$ cat src/rtl/dmem_arb_pkg.sv
// Shared encodings for the data-memory arbiter: FSM state, read-return owner,
// and the default starvation limit.
package dmem_arb_pkg;

    typedef enum logic {
        ARB  = 1'b0,
        LOCK = 1'b1
    } arb_state_t;

    typedef enum logic [1:0] {
        NONE = 2'b00,
        CPU  = 2'b01,
        DBG  = 2'b10
    } owner_t;

    localparam int STARVE_LIM_DEF = 4;
    // Counter wide enough for the full 1..15 limit range.
    localparam int CNT_W          = 4;

endpackage

$ cat src/rtl/dmem_arbiter.sv
// Two-way arbiter for the single-port data memory: the CPU has fixed priority,
// the debug port has a starvation guard and an exclusive lock.
module dmem_arbiter
    import dmem_arb_pkg::*;
#(
    parameter int ADDR_W     = 4,
    parameter int DATA_W     = 8,
    parameter int STARVE_LIM = STARVE_LIM_DEF
) (
    input  logic              clk_arb,
    input  logic              rstn_arb,
    input  logic              cpu_req,
    input  logic              cpu_we,
    input  logic [ADDR_W-1:0] cpu_addr,
    input  logic [DATA_W-1:0] cpu_wdata,
    output logic              cpu_gnt,
    output logic              cpu_rvalid,
    output logic [DATA_W-1:0] cpu_rdata,
    input  logic              dbg_req,
    input  logic              dbg_we,
    input  logic [ADDR_W-1:0] dbg_addr,
    input  logic [DATA_W-1:0] dbg_wdata,
    output logic              dbg_gnt,
    output logic              dbg_rvalid,
    output logic [DATA_W-1:0] dbg_rdata,
    input  logic              dbg_lock,
    output logic              lock_ack,
    output logic [ADDR_W-1:0] mem_addr,
    output logic              mem_we,
    output logic [DATA_W-1:0] mem_wdata,
    input  logic [DATA_W-1:0] mem_rdata,
    output logic              cpu_stall
);

    localparam logic [CNT_W-1:0] LIM = CNT_W'(STARVE_LIM);

    arb_state_t       state_q, state_d;
    owner_t           rd_owner_q, rd_owner_d;
    logic [CNT_W-1:0] starve_cnt_q, starve_cnt_d;

    // Grants are forced low while reset is held so nothing reaches memory.
    always_comb begin
        cpu_gnt = 1'b0;
        dbg_gnt = 1'b0;
        if (rstn_arb) begin
            if (state_q == LOCK) begin
                dbg_gnt = dbg_req;
            end else if (cpu_req && dbg_req) begin
                if (starve_cnt_q == LIM) dbg_gnt = 1'b1;
                else                     cpu_gnt = 1'b1;
            end else begin
                cpu_gnt = cpu_req;
                dbg_gnt = dbg_req;
            end
        end
    end

    always_comb begin
        mem_addr  = '0;
        mem_we    = 1'b0;
        mem_wdata = '0;
        if (cpu_gnt) begin
            mem_addr  = cpu_addr;
            mem_we    = cpu_we;
            mem_wdata = cpu_wdata;
        end else if (dbg_gnt) begin
            mem_addr  = dbg_addr;
            mem_we    = dbg_we;
            mem_wdata = dbg_wdata;
        end
    end

    always_comb begin
        state_d      = state_q;
        starve_cnt_d = starve_cnt_q;
        rd_owner_d   = NONE;

        case (state_q)
            ARB:     if (dbg_lock)  state_d = LOCK;
            LOCK:    if (!dbg_lock) state_d = ARB;
            default: state_d = ARB;
        endcase

        // Only a contested CPU win advances the guard; it saturates at the limit.
        if (state_q == LOCK || dbg_gnt || !dbg_req)
            starve_cnt_d = '0;
        else if (cpu_gnt && starve_cnt_q < LIM)
            starve_cnt_d = starve_cnt_q + 1'b1;

        if (cpu_gnt && !cpu_we)
            rd_owner_d = CPU;
        else if (dbg_gnt && !dbg_we)
            rd_owner_d = DBG;
    end

    always_ff @(posedge clk_arb or negedge rstn_arb) begin
        if (!rstn_arb) begin
            state_q      <= ARB;
            starve_cnt_q <= '0;
            rd_owner_q   <= NONE;
        end else begin
            state_q      <= state_d;
            starve_cnt_q <= starve_cnt_d;
            rd_owner_q   <= rd_owner_d;
        end
    end

    // Read data is steered to whoever issued the read one cycle earlier.
    assign cpu_rvalid = (rd_owner_q == CPU);
    assign dbg_rvalid = (rd_owner_q == DBG);
    assign cpu_rdata  = cpu_rvalid ? mem_rdata : '0;
    assign dbg_rdata  = dbg_rvalid ? mem_rdata : '0;
    assign lock_ack   = (state_q == LOCK);
    assign cpu_stall  = cpu_req & ~cpu_gnt;

endmodule

$ cat config.mk
export PLATFORM = sky130hd
export DESIGN_NAME = dmem_arbiter
export DESIGN_NICKNAME = d
export VERILOG_FILES = /design/src/rtl/dmem_arb_pkg.sv /design/src/rtl/dmem_arbiter.sv
export SDC_FILE = /design/constraint.sdc
export NUM_CORES = 1
export LEC_CHECK = 0
export BUFFER_PORTS_ARGS = -buffer_cell sky130_fd_sc_hd__buf_2
export CELL_PAD_IN_SITES_DETAIL_PLACEMENT = 1
export CELL_PAD_IN_SITES_GLOBAL_PLACEMENT = 1
export CORE_ASPECT_RATIO = 1.25
export CORE_MARGIN = 1
export CORE_UTILIZATION = 24
export DETAILED_ROUTE_END_ITERATION = 8
export PLACE_DENSITY = 0.9
export SLEW_MARGIN = 20
export SYNTH_ARGS = -nofsm -noshare
export SYNTH_HDL_FRONTEND = slang
export SYNTH_SLANG_ARGS = --single-unit
$ cat constraint.sdc
create_clock -name clk_arb -period 2.9 [get_ports clk_arb]
set_input_delay 0.725 -clock clk_arb [delete_from_list [all_inputs] [get_ports clk_arb]]
set_output_delay 0.725 -clock clk_arb [all_outputs]
set_load 0.1 [all_outputs]
==> results.sh <==
export IMPL_rsz0062_at_grt="false"
export IMPL_post_cts_resized=0
export IMPL_synth_compound_area_frac=0.207
export IMPL_synth_edf_count=0
export IMPL_synth_xor_area_frac=0
export IMPL_numCtsBuffers=3
export IMPL_min_period_ns=2.79
export IMPL_power_uw=510
export IMPL_drv_slew=0
export IMPL_rows=22
export IMPL_drcViolationCount=0
export IMPL_path_delay_family="buffers and inverters"
export IMPL_die_w_um=52.0
export IMPL_clock_skew_ns=0.00531
export IMPL_slew_headroom=0.672
export IMPL_ctsRootBufferMaster="clkbuf_4"
export IMPL_grt_max_degree=20
export IMPL_ctsHoldBuffers=0
export IMPL_grt_pass1_wl_mm=5.47
export IMPL_cts_sink_count=7
export IMPL_synth_top_cell_area_share=0.233
export IMPL_hold_viol_final=0
export IMPL_area_growth_pct=105
export IMPL_vdd_ir_drop_max_mv=0.216
export IMPL_insertion_delay_ns=0.26
export IMPL_arrival_ns=2.07
export IMPL_die_h_um=64.5
export IMPL_period_share=0.963
export IMPL_clock_path_buffers=2
export IMPL_ys_ff_latch=7
export IMPL_ys_top_cells_by_area="dfrtp_1 23%, nand2_1 14%, and2_1 13%"
export IMPL_worstSetupStartpointType="register"
export IMPL_finalSetupViolations=0
export IMPL_grt_pass1_vias=1138
export IMPL_yosys_warnings=0
export IMPL_cp_slowest_cell="dfrtp_1"
export IMPL_globalRoute_totalOverflow=0
export IMPL_synth_top_family_by_area="simple AND/OR/NAND/NOR gates"
export IMPL_vias_per_cell=4.92
export IMPL_cp_num_buf_inv=3
export IMPL_cts_tree="built"
export IMPL_ys_types=27
export IMPL_max_cap_violations=0
export IMPL_firstDrtPassIters=4
export IMPL_fmax_mhz=358
export IMPL_grt_use_total=0.223
export IMPL_async_flop_share=1.00
export IMPL_post_cts_setup_buffers=0
export IMPL_dp_hpwl_mm=3.00
export IMPL_post_drt_wl_per_cell_um=16.7
export IMPL_setup_tns_final_ns=0
export IMPL_crit_chain="inv_1 > ha_1 > and3b_4 > o21ai_4 > buf_4 > o22ai_4 > buf_12"
export IMPL_critPathMaxStageDelay_ns=0.37
export IMPL_antenna_found_initial=0
export IMPL_drt_total_wl_mm=3.53
export IMPL_h_tree_depth=1
export IMPL_worst_setup_path_type="reg2out"
export IMPL_ios=74
export IMPL_portBuffers=73
export IMPL_die_area_um2=3360
export IMPL_syn_inst=102
export IMPL_worstMarginPinSlew_ns=0.496
export IMPL_post_dp_cell_area_um2=1520
export IMPL_required_ns=2.17
export IMPL_holdCritPathClass="in2async"
export IMPL_r2r_setup_slack_ns=1.42
export IMPL_placed_cells=208
export IMPL_yosysSeqAreaShare=0.233
export IMPL_syn_nets=143
export IMPL_initialDrtViolationCount=18
export IMPL_fin_area_um2=1540
export IMPL_gp_congestion=0.725
export IMPL_synth_area_per_cell_um2=7.36
export IMPL_final_cell_count_no_fill=212
export IMPL_finalWorstSetupSlack_ns=0.107
export IMPL_start_util=0.255
export IMPL_crit_fanout=10
export IMPL_synth_largest_area_cell="dfrtp_1"
export IMPL_ant_nets=0
export IMPL_dpl_worst_slack_ns=0.294
export IMPL_path_clk_slew_ns=0.06
export IMPL_synth_area_mux_share=0
export IMPL_leakagePower_uw=0.000745
export IMPL_fillerInstances=372
export IMPL_antenna_cells=0
export IMPL_synth_simple_gate_area_frac=0.443
export IMPL_drive_gt1_frac=0.551
export IMPL_nNetsFinal=218
export IMPL_core_area_um2=2950
export IMPL_power_density_nw_per_um2=331
export IMPL_syn_area_um2=751
export IMPL_synth_top_flop_cell="dfrtp_1"
export IMPL_status="complete, no violations"
export IMPL_crit_path_end_kind="primary output"
export IMPL_via_count=1043
export IMPL_synthAdderAreaFrac=0.0333
## cell usage after synthesis, types with 3 or more instances
library cell	instances
and2_1	16
clkbuf_1	3
dfrtp_1	7
inv_1	5
nand2_1	27
nor3_1	3
o22ai_1	13
## state kept, by name, summed over array words and instances (netlist names)
| signal | count |
|---|---|
| starve_cnt_q | 4 |
| rd_owner_q | 2 |
| lock_ack | 1 |
## path summary, 6_finish.rpt
kind / from / endpoint / depth (start not counted)
worst max-delay path: starve_cnt_q[0] / mem_wdata[0] / 7
worst min-delay path: rstn_arb / lock_ack / 1
worst max register to register: starve_cnt_q[0] / starve_cnt_q[1] / 5
worst min register to register: starve_cnt_q[3] / starve_cnt_q[3] / 1
max in group asynchronous: rstn_arb / rd_owner_q[0] / 2
min in group clk_arb: dbg_lock / lock_ack / 1
## routing by layer
metal  wire length, um  vias up  GRT usage
li1                  -      493          -
met1              1190      486      0.210
met2              2020       58      0.462
met3               276        6     0.0352
met4                40        0     0.0608
met5                 0        -          0
## power breakdown
part | switching, uW | internal (uW) | total [uW]
clock | 42.6 | 52.9 | 95.5
sequential | 1.61 | 99.5 | 101
combinational | 213 | 100 | 313
## logic make-up after synthesis
kind of cell	count (synthesis)
AND/OR/NAND/NOR	60
flip-flops	7
adder cells (fa/ha/maj)	2
AO/OA/AOI/OAI	21
buffers and inverters	12
## layout by cell type, fill, tap and decap left out, types with 3 or more instances in the layout
master / instances
and2_1: 16
buf_12: 16
buf_2: 58
buf_4: 3
clkbuf_4: 3
dfrtp_1: 7
inv_1: 5
nand2_1: 27
nor3_1: 3
o22ai_1: 3
o22ai_4: 8
## per-stage QoR
| step | util | hold WS [ns] |
|---|---|---|
| final | 0.523 | 0.334 |
| after global routing | 0.523 | 0.334 |
| after CTS | 0.523 | 0.337 |
| after detailed placement | 0.514 | 0.597 |
| after global placement | 0.514 | 0.561 |
| after floorplan | - | 0.429 |
## cell type report
cell class,instances,area (um^2),share of cell area
sequential,7,175,0.114
multi-input combinational,83,643,0.417
clock buffer,4,26.3,0.0170
timing repair buffer,77,633,0.411
tap,36,45.0,0.0292
inverter,5,18.8,0.0122
Note: power is estimated with default switching activity, not from simulation.
